<file path="src/rtl/skid_pipe_register.sv">
// skid_pipe_register: two-entry valid/ready pipeline register with skid buffer.
// Ports: i_Clock/i_Reset (async, active-high), upstream i_Valid/o_Ready/i_Data,
// downstream o_Valid/i_Ready/o_Data, occupancy o_Count (0..2).
// Optional macro SKID_FLUSH_EN adds i_Flush, which empties the buffer at a clock edge.
module skid_pipe_register #(
    parameter int WIDTH = 32
) (
    input  logic             i_Clock,
    input  logic             i_Reset,
    input  logic             i_Valid,
    output logic             o_Ready,
    input  logic [WIDTH-1:0] i_Data,
    output logic             o_Valid,
    input  logic             i_Ready,
    output logic [WIDTH-1:0] o_Data,
    output logic [1:0]       o_Count
`ifdef SKID_FLUSH_EN
    ,
    input  logic             i_Flush
`endif
);

    localparam logic [1:0] EMPTY = 2'd0;
    localparam logic [1:0] BUSY  = 2'd1;
    localparam logic [1:0] FULL  = 2'd2;

    logic [1:0]       state;
    logic [1:0]       state_next;
    logic [WIDTH-1:0] main_q;
    logic [WIDTH-1:0] skid_q;
    logic             in_fire;
    logic             out_fire;
    logic             flush;
    logic             load_main;
    logic             load_skid;
    logic             main_from_skid;

`ifdef SKID_FLUSH_EN
    assign flush = i_Flush;
`else
    assign flush = 1'b0;
`endif

    // Handshake outputs depend on state only, so no combinational
    // path exists from i_Ready to o_Ready.
    assign o_Valid  = (state != EMPTY);
    assign o_Ready  = (state != FULL);
    assign o_Data   = main_q;
    assign in_fire  = i_Valid & o_Ready;
    assign out_fire = o_Valid & i_Ready;

    always_comb begin
        o_Count = 2'd0;
        unique case (state)
            BUSY:    o_Count = 2'd1;
            FULL:    o_Count = 2'd2;
            default: o_Count = 2'd0;
        endcase
    end

    always_comb begin
        state_next     = state;
        load_main      = 1'b0;
        load_skid      = 1'b0;
        main_from_skid = 1'b0;
        if (flush) begin
            state_next = EMPTY;
        end else begin
            unique case (state)
                EMPTY: begin
                    if (in_fire) begin
                        load_main  = 1'b1;
                        state_next = BUSY;
                    end
                end
                BUSY: begin
                    if (in_fire && out_fire) begin
                        load_main = 1'b1;
                    end else if (in_fire) begin
                        load_skid  = 1'b1;
                        state_next = FULL;
                    end else if (out_fire) begin
                        state_next = EMPTY;
                    end
                end
                FULL: begin
                    // o_Ready is low here, so only the drain side can move.
                    if (out_fire) begin
                        main_from_skid = 1'b1;
                        state_next     = BUSY;
                    end
                end
                default: begin
                    state_next = EMPTY;
                end
            endcase
        end
    end

    always_ff @(posedge i_Clock or posedge i_Reset) begin
        if (i_Reset) begin
            state  <= EMPTY;
            main_q <= '0;
            skid_q <= '0;
        end else begin
            state <= state_next;
            if (load_main) begin
                main_q <= i_Data;
            end else if (main_from_skid) begin
                main_q <= skid_q;
            end
            if (load_skid) begin
                skid_q <= i_Data;
            end
        end
    end

endmodule
</file>
<file path="config.mk">
export PLATFORM = sky130hd
export DESIGN_NAME = skid_pipe_register
export DESIGN_NICKNAME = d
export VERILOG_FILES = /design/src/rtl/skid_pipe_register.sv
export SDC_FILE = /design/constraint.sdc
export NUM_CORES = 1
export LEC_CHECK = 0
export ABC_CLOCK_PERIOD_IN_PS = 3000
export CAP_MARGIN = 30
export CORE_MARGIN = 3
export CORE_UTILIZATION = 30
export CTS_CLUSTER_SIZE = 12
export DETAILED_ROUTE_END_ITERATION = 8
export GPL_ROUTABILITY_DRIVEN = 0
export PLACE_DENSITY = 0.59
export REMOVE_ABC_BUFFERS = 1
export SYNTH_ARGS = -nofsm -noshare
export SYNTH_HDL_FRONTEND = slang
export SYNTH_SLANG_ARGS = --single-unit
</file>
<file path="constraint.sdc">
create_clock -name i_Clock -period 3 [get_ports i_Clock]
set_clock_uncertainty 0.15 [all_clocks]
set_input_delay 0.45 -clock i_Clock [delete_from_list [all_inputs] [get_ports i_Clock]]
set_output_delay 0.45 -clock i_Clock [all_outputs]
set_load 0.02 [all_outputs]
</file>
==> impl_metrics.py <==
metrics = {
    "critical_path": {
        "worstPathCellList": "nand2b_1 -> buf_4 -> clkdlybuf4s50_1",
        "worstPathArrival_ns": 1.82,
        "path_delay_family": "buffers and inverters",
        "r2r_slack_ns": 1.01,
        "slowest_delay_ns": 0.62,
        "r2r-start": "state[1]$_DFFE_PP0P_",
        "reg2reg_depth": 4,
        "end_kind": "output pin",
        "required_ns": 2.40,
        "crit_fanout": 8,
        "crit_cells": 3,
        "worst-setup-path-type": "reg -> out",
        "path_buf_inv": 2,
        "r2r_end": "skid_q[6]$_DFFE_PP0P_",
        "critPathSlowestCell": "clkdlybuf4s50_1",
        "start_kind": "flop",
    },
    "detailed_routing": {
        "viasPerCell": 4.606,
        "routed_wl_microns": 7298,
        "drc": 0,
        "ant_nets": 0,
        "num_vias": 2165,
        "wl_per_cell_microns": 15.53,
        "drtIter0Drc": 60,
        "drt-pass1-iter-count": 4,
    },
    "clock_tree": {
        "cts_tree": "done",
        "cts_max_level": 3,
        "clock-root-buffer": "clkbuf_8",
        "cts.sinks": 66,
        "cts.path.max_buffers": 2,
        "holdBufCountCts": 0,
        "cts_buffers": 9,
        "cts_resized": 0,
        "clk_pin_slew_ns": 0.08,
        "post-cts-setup-buffers": 0,
        "clock_latency_ns": 0.34,
    },
    "power": {
        "intPower_uw": 2364,
        "powerDensity_nw_per_um2": 804.0,
        "p_sw_share_pct": 31.95,
        "combPwrFrac_pct": 37.8,
        "power.share.clock_pct": 22.7,
        "power_frac_seq_pct": 39.5,
        "peakVddDrop_mv": 0.3309,
        "p_leak_uw": 0.001922,
        "p_sw_uw": 1110,
    },
    "timing": {
        "final_max_slew_viol_count": 0,
        "fmax_ghz": 0.4125,
        "finalCritPeriodShare_pct": 80.81,
        "worst_pin_slew_ns": 0.7021,
        "finalHoldViolations": 0,
        "hold-worst-slack_ns": 0.2217,
        "setup_viol": 0,
        "rsz0062_at_grt": "no",
        "slew_headroom_pct": 52.88,
        "min_period_ns": 2.424,
    },
    "layout": {
        "nets": 365,
        "antennaDiodeCount": 0,
        "most-common-layout-cells": "clkdlybuf4s50_1, dfrtp_1, inv_1, mux2_4, nor3_1",
        "final_common_cell": "clkdlybuf4s50_1",
        "drive_above_1_share_pct": 28.44,
        "syn2layout_area_growth_pct": 32.76,
        "layout.cells.non_filler": 470,
    },
    "placed_design": {
        "dp.cells": 454,
        "io_buffers": 71,
        "dpl.hpwl_microns": 4997,
    },
    "synth": {
        "synth_area_leaders": "dfrtp_1, mux2_4, a221oi_2",
        "synth_top_area_share_pct": 50.75,
        "syn_area_sq_um": 3254,
        "yosysWarnings": 0,
        "synthDistinctLibCells": 28,
        "synth_cells": 254,
        "yosys.area.top_type": "dfrtp_1",
        "ys_seq_elements": 66,
        "ys_seq_area_share_pct": 50.75,
        "avgSynthCellArea_sq_um": 12.81,
    },
    "floorplanning": {
        "std_cell_rows": 37,
        "die_w_microns": 110.2,
        "initial_core_util_pct": 31.24,
        "die_h_microns": 110.2,
        "core_sq_um": 10420,
        "die_area_sq_um": 12130,
        "ios": 72,
    },
    "global_routing": {
        "grt_usage_pct": 13.18,
        "grt_pass1_vias": 2383,
        "grt_max_degree": 32,
        "overflow": 0,
        "antenna_found_initial": 0,
        "grt_pass1_wl_microns": 12220,
    },
    "job": {
        "cap_violations": 0,
    },
    "hold_path": {
        "hold_path.class": "in -> async",
    },
    "outcome": {
        "status": "completed",
    },
}
-- cells in the mapped netlist --
| cell | instances |
|---|---|
| o221a_2 | 8 |
| inv_1 | 50 |
| buf_12 | 2 |
| nor3_1 | 24 |
| buf_8 | 1 |
| o32a_1 | 8 |
| mux2_2 | 3 |
| o21a_1 | 1 |
| or2_2 | 1 |
| o21ai_1 | 1 |
| buf_6 | 1 |
| a21o_1 | 2 |
| o21ba_2 | 1 |
| a221oi_1 | 4 |
| mux2i_1 | 2 |
| nor2b_1 | 2 |
| nor2_2 | 1 |
| buf_2 | 2 |
| nor2b_4 | 1 |
| o22ai_1 | 1 |
| buf_4 | 6 |
| a221oi_2 | 20 |
| buf_1 | 1 |
| clkbuf_1 | 5 |
| dfrtp_1 | 66 |
| nand2b_1 | 10 |
| mux2_4 | 29 |
| nand3b_2 | 1 |
-- final cells by class --
cell class              instances  area [sq um]
multi-input cells             120          1281
clock buffers                  11         151.4
inverters                      50         187.7
fillers                      1012          6096
clock inverters                 5         60.06
flip-flops and latches         66          1652
well taps                     136         170.2
repair buffers                 82         818.3
-- power groups by stage --
| stage | logic, uW | clock network [uW] | registers [uW] |
|---|---|---|---|
| 6_report | 1310 | 789 | 1370 |
| 5_1_grt | 1430 | 857 | 1420 |
| 4_1_cts | 1330 | 820 | 1380 |
| 3_5_place_dp | 1320 | 0 | 1390 |
| 3_3_place_gp | 1310 | 0 | 1380 |
| 2_1_floorplan | 685 | 0 | 1510 |
-- how the worst max path moves through the flow --
stage                                  end                  from  slack [ns]
floorplan            skid_q[4]$_DFFE_PP0P_  state[0]$_DFFE_PP0P_       -0.14
global placement     skid_q[6]$_DFFE_PP0P_               i_Valid        0.55
detailed placement  o_Data[29]$_DFFE_PP0P_               i_Ready        0.51
CTS                                o_Ready  state[1]$_DFFE_PP0P_        0.56
global route                       o_Ready  state[1]$_DFFE_PP0P_        0.51
finish                             o_Ready  state[1]$_DFFE_PP0P_        0.58
-- per-layer routing --
metal  wire length [microns]  global-route usage [%]  part of all wire [%]
met1                    3231                   16.47                    44
met2                    3545                   21.75                    49
met3                     450                   4.077                   6.2
met4                      70                   4.222                  0.96
met5                       0                       0                     0
-- cell families (layout without fill, tap and decap cells) --
group,Yosys count,in the layout,synth area share (%)
DFF,66,66,50.75
buffers and inverters,68,148,10.19
muxes,34,34,15.03
AOI/OAI and AO/OA,46,46,16.88
and+or+nand+nor,40,40,7.151
-- per-stage QoR --
stage	area (sq um)	total power, uW	utilization [%]	setup slack, ns	TNS (ns)
global route	4320	3703	41.48	0.5115	0
CTS	4320	3528	41.48	0.5593	0
detailed placement	4109	2712	39.45	0.5083	0
global placement	4109	2690	39.45	0.5537	0
finish	4320	3474	41.48	0.5757	0
floorplan	3110	2197	-	-0.1430	-2.796
-- sequential cells by signal, summed over array words and instances (netlist names) --
signal  flops
o_Data     32
skid_q     32
state       2
(Power assumes the default switching activity.)
